==> src/rtl/router_pkg.sv <==
// Shared types and constants for the router ingress stage.
package router_pkg;

  localparam int unsigned ADDR_W       = 2;
  localparam int unsigned NUM_PORTS    = 4;
  localparam int unsigned HDR_ADDR_LSB = 0;
  localparam int unsigned DEF_DATA_W   = 32;

  typedef enum logic {
    S_HDR = 1'b0,
    S_PAY = 1'b1
  } state_e;

  // Default-width FIFO entry; the top redeclares it at its own DATA_WIDTH.
  typedef struct packed {
    logic [ADDR_W-1:0]     addr;
    logic [DEF_DATA_W-1:0] data;
  } fifo_entry_t;

endpackage

==> src/rtl/router_ingress_fifo.sv <==
// Generic synchronous FIFO: wrap-around pointers plus occupancy counter, no bypass.
module router_ingress_fifo #(
  parameter int unsigned WIDTH = 34,
  parameter int unsigned DEPTH = 4
) (
  input  logic                     clk,
  input  logic                     resetn,
  input  logic                     push,
  input  logic                     pop,
  input  logic [WIDTH-1:0]         wdata,
  output logic [WIDTH-1:0]         rdata,
  output logic                     full,
  output logic                     empty,
  output logic [$clog2(DEPTH):0]   count
);

  localparam int unsigned PTR_W = $clog2(DEPTH);
  localparam int unsigned CNT_W = PTR_W + 1;

  logic [WIDTH-1:0] mem_q [DEPTH];
  logic [PTR_W-1:0] wr_ptr_q, wr_ptr_d;
  logic [PTR_W-1:0] rd_ptr_q, rd_ptr_d;
  logic [CNT_W-1:0] count_q, count_d;
  logic             do_push, do_pop;

  assign full    = (count_q == CNT_W'(DEPTH));
  assign empty   = (count_q == '0);
  assign do_push = push && !full;
  assign do_pop  = pop && !empty;

  always_comb begin
    wr_ptr_d = wr_ptr_q;
    rd_ptr_d = rd_ptr_q;
    count_d  = count_q;
    if (do_push) wr_ptr_d = wr_ptr_q + PTR_W'(1);
    if (do_pop)  rd_ptr_d = rd_ptr_q + PTR_W'(1);
    case ({do_push, do_pop})
      2'b10:   count_d = count_q + CNT_W'(1);
      2'b01:   count_d = count_q - CNT_W'(1);
      default: count_d = count_q;
    endcase
  end

  always_ff @(posedge clk or negedge resetn) begin
    if (!resetn) begin
      wr_ptr_q <= '0;
      rd_ptr_q <= '0;
      count_q  <= '0;
    end else begin
      wr_ptr_q <= wr_ptr_d;
      rd_ptr_q <= rd_ptr_d;
      count_q  <= count_d;
    end
  end

  // Storage needs no reset; occupancy alone decides what is valid.
  always_ff @(posedge clk) begin
    if (do_push) mem_q[wr_ptr_q] <= wdata;
  end

  assign rdata = mem_q[rd_ptr_q];
  assign count = count_q;

endmodule

==> src/rtl/router_ingress.sv <==
// Router ingress: strips packet headers, tags payload with destination, buffers
// and issues one word per cycle to the router unless stalled.
module router_ingress
  import router_pkg::*;
#(
  parameter int unsigned DATA_WIDTH = 32,
  parameter int unsigned FIFO_DEPTH = 4
) (
  input  logic                         clk,
  input  logic                         resetn,
  input  logic [DATA_WIDTH-1:0]        in_data,
  input  logic                         in_valid,
  input  logic                         in_last,
  output logic                         in_ready,
  input  logic                         stall,
  output logic [DATA_WIDTH-1:0]        din,
  output logic                         din_en,
  output logic [ADDR_W-1:0]            addr,
  output logic [$clog2(FIFO_DEPTH):0]  fifo_count,
  output logic                         hdr_err
);

  localparam int unsigned ENTRY_W = ADDR_W + DATA_WIDTH;

  typedef struct packed {
    logic [ADDR_W-1:0]     addr;
    logic [DATA_WIDTH-1:0] data;
  } entry_t;

  state_e            state_q, state_d;
  logic [ADDR_W-1:0] cur_addr_q, cur_addr_d;
  logic              hdr_err_q, hdr_err_d;
  logic              full, empty, xfer, push, pop;
  entry_t            wr_entry, rd_entry;

  assign in_ready = (state_q == S_HDR) || !full;
  assign xfer     = in_valid && in_ready;
  assign push     = xfer && (state_q == S_PAY);
  assign pop      = !empty && !stall;

  assign wr_entry.addr = cur_addr_q;
  assign wr_entry.data = in_data;

  router_ingress_fifo #(
    .WIDTH (ENTRY_W),
    .DEPTH (FIFO_DEPTH)
  ) u_fifo (
    .clk    (clk),
    .resetn (resetn),
    .push   (push),
    .pop    (pop),
    .wdata  (wr_entry),
    .rdata  (rd_entry),
    .full   (full),
    .empty  (empty),
    .count  (fifo_count)
  );

  // Header/payload framing; a header with in_last is an empty packet.
  always_comb begin
    state_d    = state_q;
    cur_addr_d = cur_addr_q;
    hdr_err_d  = 1'b0;
    case (state_q)
      S_HDR: begin
        if (xfer) begin
          cur_addr_d = in_data[HDR_ADDR_LSB +: ADDR_W];
          if (in_last) hdr_err_d = 1'b1;
          else         state_d   = S_PAY;
        end
      end
      S_PAY: begin
        if (xfer && in_last) state_d = S_HDR;
      end
    endcase
  end

  always_ff @(posedge clk or negedge resetn) begin
    if (!resetn) begin
      state_q    <= S_HDR;
      cur_addr_q <= '0;
      hdr_err_q  <= 1'b0;
    end else begin
      state_q    <= state_d;
      cur_addr_q <= cur_addr_d;
      hdr_err_q  <= hdr_err_d;
    end
  end

  // Router interface is zero whenever no word is issued.
  assign din_en  = pop;
  assign din     = pop ? rd_entry.data : '0;
  assign addr    = pop ? rd_entry.addr : '0;
  assign hdr_err = hdr_err_q;

endmodule

==> config.mk <==
export PLATFORM = sky130hd
export DESIGN_NAME = router_ingress
export DESIGN_NICKNAME = d
export VERILOG_FILES = /design/src/rtl/router_pkg.sv /design/src/rtl/router_ingress_fifo.sv /design/src/rtl/router_ingress.sv
export SDC_FILE = /design/constraint.sdc
export NUM_CORES = 1
export LEC_CHECK = 0
export BUFFER_PORTS_ARGS = -buffer_cell sky130_fd_sc_hd__buf_2
export CORE_ASPECT_RATIO = 1.75
export CORE_MARGIN = 5
export CORE_UTILIZATION = 60
export DETAILED_ROUTE_END_ITERATION = 8
export PLACE_DENSITY = 0.84
export SLEW_MARGIN = 20
export SYNTH_ARGS = -nofsm -noshare
export SYNTH_HDL_FRONTEND = slang
export SYNTH_SLANG_ARGS = --single-unit
==> constraint.sdc <==
create_clock -name clk -period 3.2 [get_ports clk]
set_input_delay 0.16 -clock clk [delete_from_list [all_inputs] [get_ports clk]]
set_output_delay 0.16 -clock clk [all_outputs]
set_load 0.05 [all_outputs]
==> metrics <==
Synth Cell Area=5750 um2; number of I/O port buffers=76; hold depth=3; crit path DAT=roughly 2.3 ns; Synth cell types=25; TNS Setup=0 ns; Final period util=77.2%; CTS sink cnt=147; Congestion Overflow GR=0; cell taking the most area after synthesis=edfxtp_1; Die Y=140 um; CTS resizes=0; io pins=77; via count=2815; Power Dens Cells=914 nW/um2; initial drt markers=156; hold_ws=0.0764 ns; R2R setup slack=1.03 ns; worst-path maximum fanout=25; First-pass DRT Iterations=4; critical path launch point type=register; Final setup violation count=0; antenna violations before repair=0; CTS max path bufs=2; vias in the first global route=3073; DR vias/cell=5.41; Area Overhead vs Synth=23.1%; worst path required time=just over 3 ns; post-route ant nets=0; endpoint of the worst register-to-register path=u_fifo.mem_q[3][16]$_DFFE_PP_; Hold Path End=u_fifo.rd_ptr_q[1]$_DFFE_PN0P_; Max Clk Rate=405 MHz; Seq/Total Area, Yosys=75.8%; Syn Inst Count=approximately 260; Final Max Slew Viols=0; share of cells above drive strength 1=34.7%; Critical Path Sink Type=output pin; Hold/Removal Path Class=in -> reg; CTS Buf Count=17; Clk Latency, worst-skew pair=0.41 ns; Finished Core Util=75.3%; first-pass GRT wire length=16200 um; detailed placement HPWL=5830 um; DIE AREA=11700 um2; drt drc=0; Max-cap violations=0; syn avg cell area=approximately 22 um2; Ys Warns=0; Leak Pwr=0.00259 uW; status=completed; Global Route Usage Sum=18.6%; Antenna diodes=0; CTS tree=done; root buf cell=clkbuf_16; FF+latch count, synth=between 100 and 150; Tmin final=2.47 ns; RR Startpoint=u_fifo.count[0]$_DFFE_PN0P_; Final Routed Wirelength=10000 um; Placer Congestion=between 0.7 and 0.8; WL/cell=slightly below 20 um; H-Tree Depth=4; Fin Clk Skew=0.0114 ns; R2R depth=3; Setup CP Type=reg -> out; Rel. slew slack=approximately 39%; die width=84.0 um; hold path startpoint=stall; worst-margin pin slew=approximately 0.92 ns; NumNets Final=about 430; RSZ-0062 raised after global routing=false; clock-pin slew on the worst setup and hold paths=0.06 ns; maximum vdd ir drop=0.710 mV; synth top area cells=edfxtp_1, mux4_2, dfrtp_1; core area=around 9400 um2; Initial Utilization=61.1%; largest net degree at the start of global routing=37; Design Power=6470 uW; Cell Rows=47; final hold vios=0; syn nets=307; Synth top area share=71.0%
[layout make-up]
type                       count  area [um2]
sequential                   147        4360
multi-input combinational    100        1270
timing repair buffer         113         758
tap                          122         153
fill                         531        2330
clock inverter                 8        61.3
inverter                       6        22.5
clock buffer                  24         452
[power breakdown]
| part | switching (uW) | internal, uW | leakage, uW |
|---|---|---|---|
| Combinational | 1270 | 797 | 0.000974 |
| Sequential | 232 | 2440 | 0.00136 |
| Clock | 679 | 1050 | 0.000252 |
[Yosys cell counts]
cell and n:
mux2i_1 1, nand3_1 1, dfrtp_1 11, xnor2_1 2, fa_1 1, edfxtp_1 136
inv_1 6, mux4_2 28, mux4_1 6, nor2_2 1, buf_12 3, a21oi_1 1
a31oi_1 1, nor3b_1 1, nor2b_1 1, clkbuf_1 3, nand2_1 1, mux2_2 3
ha_1 5, buf_6 1, xor2_1 4, nor3_1 1, and2_1 39, nor2_1 3
buf_2 4
[through the flow]
| stage | setup WS, ns | cell area, um2 | instances |
|---|---|---|---|
| after floorplan | 0.366 | 5750 | 264 |
| after global placement | 1.12 | 6220 | 453 |
| after detailed placement | 1.04 | 6220 | 453 |
| after CTS | 0.682 | 7080 | 520 |
| after global routing | 0.588 | 7080 | 520 |
| final | 0.731 | 7080 | 520 |
[layout by cell type, fill, tap and decap left out]
master	count
bufinv_16	1
buf_2	76
nor3_1	1
nand2_1	1
and2_2	4
inv_1	6
and2_1	35
ha_1	5
fa_1	1
clkinv_1	3
a21oi_1	1
clkbuf_1	7
nor3b_1	1
dlygate4sd3_1	35
buf_4	1
nor2b_1	1
buf_12	1
clkbuf_16	17
mux2i_1	1
clkinv_2	4
mux2_2	3
nor2_1	3
nand3_1	1
a31oi_1	1
dfrtp_2	2
mux4_1	6
xnor2_1	2
mux4_2	28
nor2_2	1
dfrtp_1	9
edfxtp_1	136
xor2_1	4
[per-layer routing]
| metal | up-vias | GRT usage, % | wire, um |
|---|---|---|---|
| li1 | 1292 | - | - |
| met5 | - | 0 | 0 |
| met4 | 0 | 6.27 | 210 |
| met2 | 85 | 31.4 | 5400 |
| met1 | 1421 | 21.8 | 3910 |
| met3 | 17 | 7.04 | 526 |
[worst max-delay path, stage by stage, from the launching register on]
cell and delay [ns]:
dfrtp_2 0.61, buf_12 0.28, mux4_1 0.59, and2_1 0.19
buf_2 0.21
[kinds of logic after synthesis]
kind of cell | count (synthesis) | share of synthesized area [%]
buf+inv | 17 | 2.18
compound gates | 2 | 0.196
simple gates | 48 | 5.02
mux | 38 | 14.5
xor+xnor | 6 | 0.914
fa+ha+maj | 6 | 1.44
flops | 147 | 75.8
[state kept, by name (all words and copies together), names as in the netlist, named ones only]
name	flops
u_fifo.mem_q	136
u_fifo.count	3
cur_addr_q	2
u_fifo.rd_ptr_q	2
u_fifo.wr_ptr_q	2
hdr_err	1
[worst max-delay path by stage]
stage / startpoint / end / slack (ns) / depth (start not counted)
after floorplan: u_fifo.count[0]$_DFFE_PN0P_ / u_fifo.count[2]$_DFFE_PN0P_ / 0.37 / 9
after global routing: u_fifo.rd_ptr_q[0]$_DFFE_PN0P_ / din[31] / 0.59 / 4
after CTS: u_fifo.rd_ptr_q[0]$_DFFE_PN0P_ / din[1] / 0.68 / 4
final: u_fifo.rd_ptr_q[0]$_DFFE_PN0P_ / din[1] / 0.73 / 4
after global placement: u_fifo.count[0]$_DFFE_PN0P_ / u_fifo.mem_q[2][19]$_DFFE_PP_ / 1.12 / 3
after detailed placement: u_fifo.count[0]$_DFFE_PN0P_ / u_fifo.mem_q[1][14]$_DFFE_PP_ / 1.04 / 3
[what timing repair did]
item,CTS,global route
hold endpoints to repair,141,0
hold buffers,35,0
setup buffers,0,0
Power figures use the tool's default switching activity.
